===== src/rtl/mem_port_arbiter_if.sv =====
// Requester-side command/response bundle for one port of mem_port_arbiter.
// master = requester (CPU dBus or loader), slave = arbiter.
interface mem_port_arbiter_if #(
  parameter int ADDR_WL = 13,
  parameter int DATA_WL = 32,
  parameter int NB_COL  = 4
);
  logic               valid;
  logic               ready;
  logic               wr;
  logic [ADDR_WL-1:0] addr;
  logic [DATA_WL-1:0] wdata;
  logic [NB_COL-1:0]  be;
  logic               rsp_valid;
  logic [DATA_WL-1:0] rdata;

  modport master (
    output valid, wr, addr, wdata, be,
    input  ready, rsp_valid, rdata
  );

  modport slave (
    input  valid, wr, addr, wdata, be,
    output ready, rsp_valid, rdata
  );
endinterface


===== src/rtl/mem_port_arbiter.sv =====
// Two-requester arbiter for the RAM data port: fixed priority to m0 with a
// starvation limit for m1, plus a lock handshake giving m1 exclusive access.
//
// state  | meaning
// NORMAL | both requesters eligible, m0 preferred unless m1 has waited MAX_WAIT
// DRAIN  | one cycle: m0 blocked so its last read response can complete
// LOCKED | lock_ack high, only m1 served
module mem_port_arbiter #(
  parameter int ADDR_WL  = 13,
  parameter int DATA_WL  = 32,
  parameter int NB_COL   = 4,
  parameter int MAX_WAIT = 8
) (
  input  logic               clk,
  input  logic               resetn,
  mem_port_arbiter_if.slave  m0,
  mem_port_arbiter_if.slave  m1,
  input  logic               lock_req,
  output logic               lock_ack,
  output logic [ADDR_WL-1:0] mem_addr,
  output logic [NB_COL-1:0]  mem_we,
  output logic [DATA_WL-1:0] mem_din,
  input  logic [DATA_WL-1:0] mem_dout
);

  typedef enum logic [1:0] {
    ST_NORMAL = 2'd0,
    ST_DRAIN  = 2'd1,
    ST_LOCKED = 2'd2
  } state_t;

  localparam logic [7:0] LP_MAX_WAIT = 8'(MAX_WAIT);

  state_t             r_state;
  state_t             w_state_nxt;
  logic [7:0]         r_wait_cnt;
  logic               r_lock_ack;
  logic               r_rsp_vld;
  logic               r_rsp_tag;
  logic [ADDR_WL-1:0] r_addr_hold;

  logic w_m0_elig;
  logic w_m0_req;
  logic w_sel_m1;
  logic w_m0_acc;
  logic w_m1_acc;
  logic w_acc;

  always_ff @(posedge clk or negedge resetn) begin
    if (!resetn) r_state <= ST_NORMAL;
    else         r_state <= w_state_nxt;
  end

  always_comb begin
    w_state_nxt = r_state;
    w_m0_elig   = 1'b0;
    case (r_state)
      ST_NORMAL: begin
        w_m0_elig = 1'b1;
        if (lock_req) w_state_nxt = ST_DRAIN;
      end
      ST_DRAIN:  w_state_nxt = lock_req ? ST_LOCKED : ST_NORMAL;
      ST_LOCKED: if (!lock_req) w_state_nxt = ST_NORMAL;
      default:   w_state_nxt = ST_NORMAL;
    endcase
  end

  // m1 wins whenever m0 is not competing, or once it has been passed over MAX_WAIT times
  assign w_m0_req = m0.valid && w_m0_elig;
  assign w_sel_m1 = m1.valid && (!w_m0_req || (r_wait_cnt == LP_MAX_WAIT));
  assign w_m0_acc = w_m0_req && !w_sel_m1;
  assign w_m1_acc = w_sel_m1;
  assign w_acc    = w_m0_acc || w_m1_acc;

  assign m0.ready = w_m0_acc;
  assign m1.ready = w_m1_acc;

  assign mem_addr = w_acc ? (w_sel_m1 ? m1.addr : m0.addr) : r_addr_hold;
  assign mem_din  = w_sel_m1 ? m1.wdata : m0.wdata;

  always_comb begin
    mem_we = '0;
    if (w_m1_acc && m1.wr)      mem_we = m1.be;
    else if (w_m0_acc && m0.wr) mem_we = m0.be;
  end

  always_ff @(posedge clk or negedge resetn) begin
    if (!resetn) begin
      r_wait_cnt  <= 8'd0;
      r_lock_ack  <= 1'b0;
      r_rsp_vld   <= 1'b0;
      r_rsp_tag   <= 1'b0;
      r_addr_hold <= '0;
    end else begin
      if (r_state != ST_LOCKED) begin
        if (w_m1_acc || !m1.valid)
          r_wait_cnt <= 8'd0;
        else if (w_m0_acc && (r_wait_cnt != LP_MAX_WAIT))
          r_wait_cnt <= r_wait_cnt + 8'd1;
      end
      r_lock_ack <= (w_state_nxt == ST_LOCKED);
      r_rsp_vld  <= (w_m0_acc && !m0.wr) || (w_m1_acc && !m1.wr);
      r_rsp_tag  <= w_m1_acc;
      if (w_acc) r_addr_hold <= mem_addr;
    end
  end

  assign lock_ack     = r_lock_ack;
  assign m0.rsp_valid = r_rsp_vld && !r_rsp_tag;
  assign m1.rsp_valid = r_rsp_vld && r_rsp_tag;
  assign m0.rdata     = mem_dout;
  assign m1.rdata     = mem_dout;

endmodule


===== src/flat_wrapper.sv =====
// flat-port wrapper written by rule: the top's interface ports become plain ports
module mem_port_arbiter_flat 
#(
  parameter int ADDR_WL  = 13,
  parameter int DATA_WL  = 32,
  parameter int NB_COL   = 4,
  parameter int MAX_WAIT = 8
)
  (clk, resetn, lock_req, lock_ack, mem_addr, mem_we, mem_din, mem_dout, m0_valid, m0_wr, m0_addr, m0_wdata, m0_be, m0_ready, m0_rsp_valid, m0_rdata, m1_valid, m1_wr, m1_addr, m1_wdata, m1_be, m1_ready, m1_rsp_valid, m1_rdata);
  mem_port_arbiter_if #(.ADDR_WL(ADDR_WL), .DATA_WL(DATA_WL), .NB_COL(NB_COL)) m0_i ();
  mem_port_arbiter_if #(.ADDR_WL(ADDR_WL), .DATA_WL(DATA_WL), .NB_COL(NB_COL)) m1_i ();
  input  logic clk;
  input  logic resetn;
  input  logic lock_req;
  output logic lock_ack;
  output logic [ADDR_WL-1:0] mem_addr;
  output logic [NB_COL-1:0] mem_we;
  output logic [DATA_WL-1:0] mem_din;
  input  logic [DATA_WL-1:0] mem_dout;
  input wire logic [$bits(m0_i.valid)-1:0] m0_valid;
  input wire logic [$bits(m0_i.wr)-1:0] m0_wr;
  input wire logic [$bits(m0_i.addr)-1:0] m0_addr;
  input wire logic [$bits(m0_i.wdata)-1:0] m0_wdata;
  input wire logic [$bits(m0_i.be)-1:0] m0_be;
  output wire logic [$bits(m0_i.ready)-1:0] m0_ready;
  output wire logic [$bits(m0_i.rsp_valid)-1:0] m0_rsp_valid;
  output wire logic [$bits(m0_i.rdata)-1:0] m0_rdata;
  input wire logic [$bits(m1_i.valid)-1:0] m1_valid;
  input wire logic [$bits(m1_i.wr)-1:0] m1_wr;
  input wire logic [$bits(m1_i.addr)-1:0] m1_addr;
  input wire logic [$bits(m1_i.wdata)-1:0] m1_wdata;
  input wire logic [$bits(m1_i.be)-1:0] m1_be;
  output wire logic [$bits(m1_i.ready)-1:0] m1_ready;
  output wire logic [$bits(m1_i.rsp_valid)-1:0] m1_rsp_valid;
  output wire logic [$bits(m1_i.rdata)-1:0] m1_rdata;
  assign m0_i.valid = m0_valid;
  assign m0_i.wr = m0_wr;
  assign m0_i.addr = m0_addr;
  assign m0_i.wdata = m0_wdata;
  assign m0_i.be = m0_be;
  assign m0_ready = m0_i.ready;
  assign m0_rsp_valid = m0_i.rsp_valid;
  assign m0_rdata = m0_i.rdata;
  assign m1_i.valid = m1_valid;
  assign m1_i.wr = m1_wr;
  assign m1_i.addr = m1_addr;
  assign m1_i.wdata = m1_wdata;
  assign m1_i.be = m1_be;
  assign m1_ready = m1_i.ready;
  assign m1_rsp_valid = m1_i.rsp_valid;
  assign m1_rdata = m1_i.rdata;
  mem_port_arbiter #(.ADDR_WL(ADDR_WL), .DATA_WL(DATA_WL), .NB_COL(NB_COL), .MAX_WAIT(MAX_WAIT)) u_core (.clk(clk), .resetn(resetn), .m0(m0_i), .m1(m1_i), .lock_req(lock_req), .lock_ack(lock_ack), .mem_addr(mem_addr), .mem_we(mem_we), .mem_din(mem_din), .mem_dout(mem_dout));
endmodule

===== config.mk =====
export PLATFORM = sky130hd
export DESIGN_NAME = mem_port_arbiter_flat
export DESIGN_NICKNAME = d
export VERILOG_FILES = /design/src/rtl/mem_port_arbiter_if.sv /design/src/rtl/mem_port_arbiter.sv /design/src/flat_wrapper.sv
export SDC_FILE = /design/constraint.sdc
export NUM_CORES = 1
export LEC_CHECK = 0
export ABC_CLOCK_PERIOD_IN_PS = 2500
export BUFFER_PORTS_ARGS = -buffer_cell sky130_fd_sc_hd__buf_4
export CAP_MARGIN = 10
export CELL_PAD_IN_SITES_DETAIL_PLACEMENT = 1
export CELL_PAD_IN_SITES_GLOBAL_PLACEMENT = 1
export CORE_ASPECT_RATIO = 2
export CORE_MARGIN = 2
export CORE_UTILIZATION = 23
export CTS_CLUSTER_DIAMETER = 100
export DETAILED_ROUTE_END_ITERATION = 16
export GPL_TIMING_DRIVEN = 0
export MAX_ROUTING_LAYER = met4
export PLACE_DENSITY = 0.92
export SLEW_MARGIN = 20
export SYNTH_ARGS = -nofsm -noshare
export SYNTH_HDL_FRONTEND = slang
export SYNTH_SLANG_ARGS = --single-unit

===== constraint.sdc =====
create_clock -name clk -period 2.5 [get_ports clk]
set_clock_uncertainty 0.1 [all_clocks]
set_input_delay 0.25 -clock clk [delete_from_list [all_inputs] [get_ports clk]]
set_output_delay 0.25 -clock clk [all_outputs]
set_load 0.03 [all_outputs]

# Word-level counts from Yosys, hierarchy flattened
# Cells that the tools add are included.
[totals] register_bits=26 inputBits=137
[op_classes] addsub=1 eq_ne=6 muxes=12 reduce_logical=23
[op_table] operator="two-way mux 32 bit" n=1
[op_table] operator="two-way mux 13 bit" n=2
[op_table] operator="two-way mux 8 bit" n=2
[op_table] operator="logical AND 1 bit" n=10
[op_table] operator="adder 8 x 1 -> 8 bit, second input constant" n=1
[op_table] operator="equality test 8 x 4 -> 1 bit, second input constant" n=1
[op_table] operator="two-way mux 4 bit" n=2
[op_table] operator="inequality test 8 x 4 -> 1 bit, second input constant" n=1
[op_table] operator="logical NOT 1 bit" n=6
[op_table] operator="two-way mux 2 bit" n=3
[op_table] operator="case mux 2 bit (3 select lines)" n=1
[op_table] operator="equality test 2 bit, second input constant" n=2
[op_table] operator="logical OR 1 bit" n=4
[op_table] operator="equality test 2 x 1 -> 1 bit, second input constant" n=1
[op_table] operator="logical NOT 2 bit" n=1
[op_table] operator="inequality test 2 bit, second input constant" n=1
[op_table] operator="AND reduction 2 bit" n=1
[op_table] operator="nonzero test 2 bit" n=1
[op_table] operator="two-way mux 1 bit" n=1

# Logic depth before layout (Yosys ltp)
# Gate-level depths: netlist of run 1.
[logic_depth] ltp_word=11 ltp_mapped=8 ltp_nobuf=7

# Worst setup path after synthesis of run 1
# Ideal clock, no wire load.
[synth_timing] kind="reg-to-output" from="register u_core.r_wait_cnt[5]" to="output mem_we[0]" t_arrival_ps=1944 required_ps=2150 slack_ps=206 path_stages_with_launch=6 n_path_buf=1 cell_sequence="dfrtp_1 > or4_4 > o21ai_2 > nand2_4 > buf_6 > mux2i_1"
[synth_via] elab_chain_len=8 word_cells_on_any_way=9
[synth_rtl] element="start, declared" line_no="mem_port_arbiter.sv:36" source="logic [7:0] r_wait_cnt;"
[synth_rtl] element="start signal, assigned" line_no="mem_port_arbiter.sv:99" source="r_wait_cnt <= r_wait_cnt + 8'd1;"
[synth_rtl] element="equality test 8 x 4 -> 1 bit (*)" line_no="mem_port_arbiter.sv:70" source="assign w_sel_m1 = m1.valid && (!w_m0_req || (r_wait_cnt == LP_MAX_WAIT));"
[synth_rtl] element="logical OR 1 bit (*)" line_no="mem_port_arbiter.sv:70"
[synth_rtl] element="logical AND 1 bit (*)" line_no="mem_port_arbiter.sv:70"
[synth_rtl] element="logical NOT 1 bit" line_no="mem_port_arbiter.sv:71" source="assign w_m0_acc = w_m0_req && !w_sel_m1;"
[synth_rtl] element="logical AND 1 bit" line_no="mem_port_arbiter.sv:71"
[synth_rtl] element="logical AND 1 bit" line_no="mem_port_arbiter.sv:84" source="else if (w_m0_acc && m0.wr) mem_we = m0.be;"
[synth_rtl] element="two-way mux 4 bit" line_no="mem_port_arbiter.sv:84"
[synth_rtl] element="two-way mux 4 bit (*)" line_no="mem_port_arbiter.sv:83" source="if (w_m1_acc && m1.wr) mem_we = m1.be;"
[synth_rtl] element="end, declared" line_no="flat_wrapper.sv:17" source="output logic [NB_COL-1:0] mem_we;"
# Every way passes the cells marked *; elsewhere a longest branch is shown, timed or not.

# Final worst setup path of run 1
[layout_timing] from="register u_core.r_wait_cnt[4]" to="output mem_din[29]"
[layout_via] elab_chain_len=4
[layout_rtl] element="equality test 8 x 4 -> 1 bit" line_no="mem_port_arbiter.sv:70"
[layout_rtl] element="logical OR 1 bit" line_no="mem_port_arbiter.sv:70"
[layout_rtl] element="logical AND 1 bit" line_no="mem_port_arbiter.sv:70"
[layout_rtl] element="two-way mux 32 bit" line_no="mem_port_arbiter.sv:79" source="assign mem_din = w_sel_m1 ? m1.wdata : m0.wdata;"
[layout_rtl] element="end, declared" line_no="flat_wrapper.sv:18" source="output logic [DATA_WL-1:0] mem_din;"
# No other way between the ends.

==> metrics.txt, run 1 <==
run status=complete, but fails checks; violations in the final reports=negative setup slack; share of the synthesized area in the top cell type=between 20 and 30%; total standard cell area after synthesis=2310 µm²; worst-case clock buffer depth=2; cell area power density=approximately 470 nW/µm²; net count after synthesis=approximately 370; transition time at the pin with the least slew margin=0.449 ns; Max Clock Freq=397 MHz; share of power burned in registers=22.5%; count of flip-flops with a built-in enable after synthesis=0; Worst setup EP type=output pin; number of H-tree branching levels=1; Vias=~2,800; RSZ-0062 raised after global routing=true; initial drt markers=46; sequential cell area fraction in the yosys report=approximately 28%; headroom to the max-slew limit=a little over two thirds; Period Utilization, post-route=101%; boundary pin count=about 260; remaining antenna violation count after routing=0; antenna violations before repair=0; required time reported for the critical path endpoint=2.15 ns; GRT Util Overall=between 20% and 30%; minimum clock period after layout=around 2.5 ns; Peak VDD IR=0.361 mV; remaining routing DRC violations=0; clock power share=21.9%; post-route setup TNS=-0.0951 ns; combinational power share=between 50 and 60%; Cell Int Power=between 0.001 and 0.0015 W; Root Driver=sky130_fd_sc_hd__clkbuf_16; Die Footprint=10,900 µm²; largest area contributor in the synthesized netlist=sky130_fd_sc_hd__dfrtp_1; Max-Cap Viols=0; row cnt=between 50 and 60; residual overflow from global routing=0; proportion of layout cells with a drive suffix above 1=roughly three quarters; Synth async-reset ratio=100%; startpoint type of the worst setup path=flop; number of clock buffers inserted by TritonCTS=3; antenna diode instance count=0; DIE WIDTH=between 70 and 80 µm; first drt pass iteration count=4; clock tree from TritonCTS=done; most instantiated library cell after synthesis=sky130_fd_sc_hd__buf_4; Die Y=about 150 µm; fin worst setup slack=-0.0172 ns; number of cells in the finished layout apart from fillers=a little over 600; flip-flop cell with the highest count after synthesis=sky130_fd_sc_hd__dfrtp_1; Synth Instances=roughly 230; clock-pin transition on the worst setup and hold timing paths=approximately 0.070 ns; via count of the first global-routing pass=approximately 3,100; switching power summed over all nets=just under 0.0008 W; Final Hold Violating Endpoints=0; Commonest cells post-synth=sky130_fd_sc_hd__buf_4 (64), sky130_fd_sc_hd__mux2_2 (33), sky130_fd_sc_hd__a221o_1 (26), sky130_fd_sc_hd__dfrtp_1 (26), sky130_fd_sc_hd__and2_1 (15); IO buf count=222; total design power=0.00214 W; routed length per instance=19.7 µm; fin nets=620; total of flip-flops plus latches after synthesis=26; switching portion of total power=a little under two fifths; CTS Sinks=26; clock network latency to the later pin of the worst-skew pair=approximately 0.26 ns; type of the worst setup path=flop to output pin; maximum number of pins on one net before global-route repair=27; global-route wire length before repair=between 15 and 20 mm; synthesized area per cell=approximately 10 µm²; worst-path fanout max=10; fin. max-slew vios=0; data arrival time of the critical path=2.17 ns; starting utilization of the core area=a little under a quarter; hold slack final=approximately 0.12 ns; number of cells after detailed placement=just under 600; via/cell ratio=4.53; post-detailed-placement cell area=between 4000 and 5000 µm²; RD Place Congestion=~0.8; count of unique library cells instantiated by Yosys=33; leakage power figure=~2.4 nW; area grow syn2layout=96.6%; synthesis warning total=0; sum of routed wire length over all layers=12.0 mm; Worst Hold Class=input port to flop; placeable core region=9760 µm²; summed area of non-filler cells in the final layout=between 4000 and 5000 µm²; count of endpoints failing setup in the final report=11; Detailed Place HPWL=around 10 mm; top post-synthesis cells by area=sky130_fd_sc_hd__dfrtp_1 (28%), sky130_fd_sc_hd__buf_4 (21%), sky130_fd_sc_hd__mux2_2 (16%)
[timing repair]
item	CTS	global route
setup endpoints to repair	45	45
hold endpoints to repair	26	0
pin swaps	4	5
setup buffers	6	14
hold buffers	1	0
gates resized for setup	16	21
[kinds of logic (layout without fill, tap and decap cells)]
family / count (synthesis) / count (layout) / share of synthesized area [%]
xor+xnor: 6 / 6 / 2.27
flops: 26 / 26 / 28.1
buf+inv: 75 / 322 / 24.3
fa+ha+maj: 2 / 2 / 1.08
compound gates: 33 / 33 / 13.5
simple gates: 54 / 54 / 13.0
mux: 37 / 37 / 17.8
[layout make-up]
cell class	count	area, µm²
Tap cell	132	165
Clock inverter	1	30.0
Multi-Input combinational cell	132	1130
Inverter	3	18.8
Fill cell	1158	5210
Timing Repair Buffer	243	1900
Buffer	72	578
Sequential cell	26	651
Clock buffer	3	75.1
[state kept, by name, summed over array words and instances, names as in the netlist]
name	count
u_core.lock_ack	1
u_core.r_addr_hold	13
u_core.r_wait_cnt	8
u_core.r_state	2
u_core.r_rsp_vld	1
u_core.r_rsp_tag	1
[layer usage]
layer | global-route usage [%] | up-vias | wire, µm
met5 | - | - | 0
met1 | 16.8 | 1290 | 3340
li1 | - | 1266 | -
met4 | 3.04 | 0 | 140
met2 | 40.7 | 209 | 6560
met3 | 11.0 | 8 | 2010
[power by group through the flow]
| stage | Sequential (W) | Combinational, W | Clock (W) |
|---|---|---|---|
| 5_1_grt | 0.000487 | 0.00125 | 0.000492 |
| 4_1_cts | 0.000483 | 0.00114 | 0.000478 |
| 3_3_place_gp | 0.000487 | 0.00109 | 0 |
| 2_1_floorplan | 0.000487 | 0.000645 | 0 |
| 6_report | 0.000483 | 0.00119 | 0.000469 |
| 3_5_place_dp | 0.000491 | 0.00111 | 0 |
[worst max-delay path, stage by stage (launching register included)]
cell                      delay, ns
sky130_fd_sc_hd__dfrtp_1       0.38
sky130_fd_sc_hd__or4_4         0.58
sky130_fd_sc_hd__o21ai_4       0.17
sky130_fd_sc_hd__nand2_4       0.13
sky130_fd_sc_hd__buf_8         0.18
sky130_fd_sc_hd__mux2_2        0.30
sky130_fd_sc_hd__buf_6         0.15
[final timing paths]
| check | slack (ns) | depth (start not counted) | to | startpoint |
|---|---|---|---|---|
| min in group asynchronous | 0.34 | 2 | u_core.r_addr_hold[5] | resetn |
| hold / removal | 0.12 | 2 | u_core.r_state[0] | lock_req |
| setup reg to reg | 0.53 | 9 | u_core.r_addr_hold[5] | u_core.r_wait_cnt[0] |
| setup / recovery | -0.02 | 6 | mem_din[29] | u_core.r_wait_cnt[4] |
| hold reg to reg | 0.49 | 2 | u_core.r_addr_hold[6] | u_core.r_addr_hold[6] |
| max in group asynchronous | 1.69 | 2 | u_core.r_wait_cnt[5] | resetn |
[cell usage in the layout, fill, tap and decap left out, types with 2 or more instances in the layout]
cell type                   count
sky130_fd_sc_hd__a21boi_0       2
sky130_fd_sc_hd__a221o_1       26
sky130_fd_sc_hd__and2_1        15
sky130_fd_sc_hd__buf_4        287
sky130_fd_sc_hd__buf_6         22
sky130_fd_sc_hd__buf_8          4
sky130_fd_sc_hd__clkbuf_16      3
sky130_fd_sc_hd__dfrtp_1       26
sky130_fd_sc_hd__ha_1           2
sky130_fd_sc_hd__inv_1          2
sky130_fd_sc_hd__mux2_2        33
sky130_fd_sc_hd__mux2i_1        4
sky130_fd_sc_hd__nand2_1       10
sky130_fd_sc_hd__nand2b_1       2
sky130_fd_sc_hd__nand3_1        5
sky130_fd_sc_hd__nand3b_1       2
sky130_fd_sc_hd__nand4_1        2
sky130_fd_sc_hd__nor2_1         9
sky130_fd_sc_hd__nor2b_1        2
sky130_fd_sc_hd__xnor2_1        3
sky130_fd_sc_hd__xor2_1         3
[per-stage QoR]
step                      util [%]  setup slack, ns
after floorplan                  -            0.206
after global placement        42.5          -0.0779
after detailed placement      42.5           -0.127
after CTS                     44.8          -0.0447
after global routing          46.6          -0.0777
final                         46.6          -0.0172
Power figures use the tool's default switching activity.
==> inputs of run 2 (changes only) <==
--- a/config.mk
+++ b/config.mk
@@ -17,7 +17,7 @@
 export DETAILED_ROUTE_END_ITERATION = 16
 export GPL_TIMING_DRIVEN = 0
 export MAX_ROUTING_LAYER = met4
-export PLACE_DENSITY = 0.92
+export PLACE_DENSITY_LB_ADDON = 0.1
 export SLEW_MARGIN = 20
 export SYNTH_ARGS = -nofsm -noshare
 export SYNTH_HDL_FRONTEND = slang
==> run 2 against run 1 <==
The flow still finishes with violations (negative setup slack). Setup slack gained 0.0067 ns. Critical path type unchanged. Wire length is 21% lower. Sequential power about the same. Clock power is 24% lower. Largest cell class unchanged. Die area is the same. Clock-buffer cell count is the same. Flip-flop and latch count did not move. Global-route usage fell by 4.5 points. First-iteration DRC count is 24% lower. Largest power group unchanged. Core utilization shrank 1.1 points.
==> metrics.txt, run 2 (synthesized netlist as in run 1, its figures left out) <==
sum of routed wire length over all layers=9.52 mm; type of the worst setup path=flop to output pin; end point of the critical path=mem_din[21]; Max-Cap Viols=0; Die Y=between 100 and 150 µm; starting utilization of the core area=a little under a quarter; global-route wire length before repair=around 14 mm; number of clock buffers inserted by TritonCTS=3; worst-path fanout max=10; maximum number of pins on one net before global-route repair=27; DIE WIDTH=roughly 75 µm; clock tree from TritonCTS=done; residual overflow from global routing=0; minimum clock period after layout=about 2.5 ns; total design power=about 0.002 W; boundary pin count=~260; capture point of the worst reg-to-reg path=u_core.r_wait_cnt[5]; Reg2Reg Depth=8; Peak VDD IR=about 0.28 mV; Max Clock Freq=approximately 400 MHz; flip-flop count of the largest register after layout=13; Detailed Place HPWL=between 8 and 9 mm; RD Place Congestion=roughly 0.77; run status=complete, but fails checks; Worst Hold Class=input port to flop; count of endpoints failing setup in the final report=4; number of filler cells placed in the layout=~1,200; register name with the most flops=u_core.r_addr_hold; clock power share=approximately 18%; required time reported for the critical path endpoint=between 2 and 2.5 ns; leakage power figure=~2.3 nW; biggest regs=u_core.r_addr_hold x13, u_core.r_wait_cnt x8, u_core.r_state x2; minimum setup slack among reg-to-reg paths=approximately 0.5 ns; Period Utilization, post-route=100%; violations in the final reports=negative setup slack; remaining antenna violation count after routing=0; multi-input combinational cell area=about 1100 µm²; first drt pass iteration count=4; row cnt=51; via/cell ratio=between 4 and 5; Die Footprint=~11,000 µm²; cell area power density=about 440 nW/µm²; transition time at the pin with the least slew margin=about 0.44 ns; start of the worst register-to-register path=u_core.r_wait_cnt[1]; most common library cell in the layout ignoring fill and taps=sky130_fd_sc_hd__buf_4; register area=651 µm²; antenna diode instance count=0; data arrival time of the critical path=roughly 2.2 ns; headroom to the max-slew limit=between 70% and 80%; hold slack final=approximately 0.11 ns; via count of the first global-routing pass=about 2,900; remaining routing DRC violations=0; Final Hold Violating Endpoints=0; fin. max-slew vios=0; Root Driver=sky130_fd_sc_hd__clkbuf_16; IO buf count=222; initial drt markers=35; antenna violations before repair=0; CP startpoint=u_core.r_wait_cnt[7]; placeable core region=about 9800 µm²; clock network latency to the later pin of the worst-skew pair=0.26 ns; area grow syn2layout=91.8%; leading cell types in the layout, fill and taps excluded=sky130_fd_sc_hd__buf_4 (294), sky130_fd_sc_hd__mux2_2 (33), sky130_fd_sc_hd__a221o_1 (26), sky130_fd_sc_hd__dfrtp_1 (26), sky130_fd_sc_hd__and2_1 (15); Vias=approximately 2,700; routed length per instance=15.7 µm; proportion of layout cells with a drive suffix above 1=between 70% and 80%; GRT Util Overall=between 10% and 20%; fin nets=615; CTS Sinks=26; RSZ-0062 raised after global routing=true; startpoint type of the worst setup path=flop; fin worst setup slack=-0.0104 ns; switching power summed over all nets=approximately 0.00074 W; worst-case clock buffer depth=2; number of H-tree branching levels=1; share of power burned in registers=around 25%; Worst setup EP type=output pin; switching portion of total power=between 30 and 40%; clock-pin transition on the worst setup and hold timing paths=0.06 ns; combinational power share=~57%; Cell Int Power=about 0.0012 W
==> run 2: worst min path at each step <==
stage | start | to | slack, ns | cells past startpoint
floorplan | resetn | u_core.lock_ack | -0.15 | 0
global placement | resetn | u_core.r_wait_cnt[2] | 0.09 | 1
detailed placement | resetn | u_core.r_wait_cnt[2] | 0.09 | 1
CTS | lock_req | u_core.r_state[0] | 0.11 | 2
global route | lock_req | u_core.r_state[0] | 0.12 | 2
finish | lock_req | u_core.r_state[0] | 0.11 | 2
==> run 2: metrics by stage <==
stage | area [µm²] | instances | TNS (ns) | utilization (%) | setup WS [ns]
4_1_cts | 4360 | 599 | -0.747 | 44.6 | -0.0397
3_3_place_gp | 4150 | 587 | -0.364 | 42.5 | -0.0617
5_1_grt | 4440 | 606 | -2.19 | 45.5 | -0.0806
3_5_place_dp | 4150 | 587 | -0.917 | 42.5 | -0.117
6_report | 4440 | 606 | -0.0144 | 45.5 | -0.0104
2_1_floorplan | 2310 | 233 | 0 | - | 0.206
==> run 2: final cells by class <==
cell class                      count  area share [%]
Sequential cell                    26            14.7
Clock buffer                        3            1.69
Tap cell                          132            3.72
Timing Repair Buffer              238            40.9
Multi-Input combinational cell    132            25.6
Buffer                             72            13.0
Inverter                            3           0.535
==> run 2: worst max-delay path, stage by stage, from the launching register on <==
cell	delay [ns]
sky130_fd_sc_hd__dfrtp_1	0.38
sky130_fd_sc_hd__or4_4	0.59
sky130_fd_sc_hd__o21ai_4	0.18
sky130_fd_sc_hd__nand2_4	0.13
sky130_fd_sc_hd__buf_6	0.17
sky130_fd_sc_hd__mux2_2	0.28
sky130_fd_sc_hd__buf_4	0.17
==> run 2: power by group through the flow <==
stage	registers (W)	clock network [W]	logic [W]
floorplan	0.000487	0	0.000645
global placement	0.000487	0	0.00107
detailed placement	0.000489	0	0.00108
CTS	0.000482	0.000368	0.00112
global route	0.000487	0.000379	0.00119
finish	0.000481	0.000357	0.00112
==> run 2: layer usage <==
layer / part of all wire, % / global-route usage (%) / wire, µm
met3: 11 / 3.32 / 1090
met4: 1.6 / 4.82 / 149
met1: 29 / 14.7 / 2790
met5: 0 / - / 0
met2: 58 / 32.9 / 5490
==> run 2: what timing repair did <==
item                                   CTS  global route
setup endpoints to repair               45            49
hold buffers                             1             0
pin swaps                                4             3
setup buffers                            8             7
resized for setup                       17             7
endpoints found under the hold margin   26             0
==> inputs of run 3 (changes only) <==
--- a/config.mk
+++ b/config.mk
@@ -22,3 +22,4 @@
 export SYNTH_ARGS = -nofsm -noshare
 export SYNTH_HDL_FRONTEND = slang
 export SYNTH_SLANG_ARGS = --single-unit
+export TNS_END_PERCENT = 10
==> run 3 against run 2 <==
The flow still finishes with violations (negative setup slack). Final area fell by 0.17%. Largest power group unchanged. Non-clock buffer count did not move. Die area did not move. Register-to-register slack barely moved. Fmax barely moved. Critical endpoint unchanged.
==> metrics.txt, run 3 (synthesized netlist as in run 1, its figures left out) <==
maximum number of pins on one net before global-route repair=27; switching power summed over all nets=0.000741 W; biggest regs=u_core.r_addr_hold x13, u_core.r_wait_cnt x8, u_core.r_state x2; Vias=~2,700; combinational power share=57.2%; switching portion of total power=37.8%; antenna diode instance count=0; fin worst setup slack=-0.0105 ns; final cell utilization of the core=a little under half; placeable core region=slightly below 10,000 µm²; transition time at the pin with the least slew margin=roughly 0.44 ns; number of cells after detailed placement=a little under 600; sum of routed wire length over all layers=roughly 9.5 mm; hold slack final=between 0.1 and 0.15 ns; Critical Path, Cell by Cell=or4_4 -> o21ai_4 -> nand2_4 -> buf_6 -> mux2_2 -> buf_4; remaining antenna violation count after routing=0; startpoint type of the worst setup path=flop; cell area power density=442 nW/µm²; Max-Cap Viols=0; Period Utilization, post-route=100%; most common library cell in the layout ignoring fill and taps=sky130_fd_sc_hd__buf_4; Peak VDD IR=roughly 0.28 mV; fin nets=around 620; clock tree from TritonCTS=done; area grow syn2layout=91.5%; number of cells in the finished layout apart from fillers=just over 600; Cell Int Power=0.00122 W; RSZ-0062 raised after global routing=true; number of filler cells placed in the layout=1,196; required time reported for the critical path endpoint=around 2.2 ns; placement-stage worst setup slack=-0.117 ns; Max Clock Freq=~400 MHz; count of endpoints failing setup in the final report=4; CTS Sinks=26; boundary pin count=roughly 260; share of power burned in registers=around 25%; remaining routing DRC violations=0; DIE WIDTH=~75 µm; total design power=between 0.0015 and 0.002 W; RD Place Congestion=~0.77; clock-pin transition on the worst setup and hold timing paths=about 0.06 ns; combined buffer and inverter count along the critical path=2; starting utilization of the core area=23.7%; leading cell types in the layout, fill and taps excluded=sky130_fd_sc_hd__buf_4 (296), sky130_fd_sc_hd__mux2_2 (33), sky130_fd_sc_hd__a221o_1 (26), sky130_fd_sc_hd__dfrtp_1 (26), sky130_fd_sc_hd__and2_1 (15); Detailed Place HPWL=just over 8 mm; violations in the final reports=negative setup slack; clock power share=between 10% and 20%; data arrival time of the critical path=approximately 2.2 ns; worst-path fanout max=10; GRT Util Overall=about 17%; run status=complete, but fails checks; residual overflow from global routing=0; headroom to the max-slew limit=70.4%; IO buf count=about 220; via count of the first global-routing pass=about 2,900; Worst setup EP type=output pin; number of H-tree branching levels=1; via/cell ratio=roughly 4.4; proportion of layout cells with a drive suffix above 1=around three quarters; first drt pass iteration count=4; worst-case clock buffer depth=2; clock network latency to the later pin of the worst-skew pair=0.26 ns; antenna violations before repair=0; number of clock buffers inserted by TritonCTS=3; CP peak stage delay=~0.6 ns; Final Hold Violating Endpoints=0; Die Footprint=roughly 11,000 µm²; Max stage delay cell, worst path=sky130_fd_sc_hd__or4_4; Worst Hold Class=input port to flop; leakage power figure=roughly 2.3 nW; row cnt=~50; type of the worst setup path=flop to output pin; minimum clock period after layout=2.51 ns; initial drt markers=34; routed length per instance=between 15 and 20 µm; global-route wire length before repair=about 14 mm; Root Driver=sky130_fd_sc_hd__clkbuf_16; fin. max-slew vios=0; flip-flop count of the largest register after layout=13; Die Y=146 µm; Largest delay share family, worst path=simple AND/OR/NAND/NOR gates; register name with the most flops=u_core.r_addr_hold
[run 3: changes by cell type in the layout (fill, tap and decap cells not counted)]
cell                    before  now
sky130_fd_sc_hd__buf_6      12   10
sky130_fd_sc_hd__buf_4     294  296
[run 3: path summary, 6_finish.rpt]
kind	from	to	slack, ns	cells past startpoint
max in group asynchronous	resetn	u_core.r_addr_hold[11]	1.70	2
worst max register to register	u_core.r_wait_cnt[1]	u_core.r_wait_cnt[5]	0.50	8
min in group asynchronous	resetn	u_core.r_wait_cnt[2]	0.33	2
worst min register to register	u_core.r_wait_cnt[6]	u_core.r_wait_cnt[6]	0.49	2
worst max-delay path	u_core.r_wait_cnt[7]	mem_din[21]	-0.01	6
worst min-delay path	lock_req	u_core.r_state[0]	0.11	2
[run 3: through the flow]
stage / area, µm² / setup TNS [ns]
global placement: 4150 / -0.364
floorplan: 2310 / 0
CTS: 4360 / -0.747
finish: 4430 / -0.0145
detailed placement: 4150 / -0.917
global route: 4430 / -2.19
[run 3: power groups by stage]
stage	Sequential [W]	Combinational [W]	Clock (W)
2_1_floorplan	0.000487	0.000645	0
3_3_place_gp	0.000487	0.00107	0
3_5_place_dp	0.000489	0.00108	0
4_1_cts	0.000482	0.00112	0.000368
5_1_grt	0.000487	0.00119	0.000379
6_report	0.000482	0.00112	0.000357
[run 3: metal layers]
metal	global-route usage, %	routed length, µm
met1	14.6	2780
met2	32.9	5500
met3	3.32	1090
met4	4.82	149
met5	-	0
[run 3: what timing repair did]
action,4_1_cts,5_1_grt
setup buffers,8,7
hold buffers,1,0
endpoints found under the setup margin,45,49
pin swaps,4,3
resized for setup,17,5
hold endpoints to repair,26,0
[run 3: layout make-up]
class | count | area [µm²] | area share, %
buffer | 72 | 576 | 13.0
timing repair buffer | 238 | 1810 | 40.8
multi-input combinational | 132 | 1130 | 25.6
clock buffer | 3 | 75.1 | 1.69
sequential | 26 | 651 | 14.7
inverter | 3 | 23.8 | 0.536
tap | 132 | 165 | 3.73
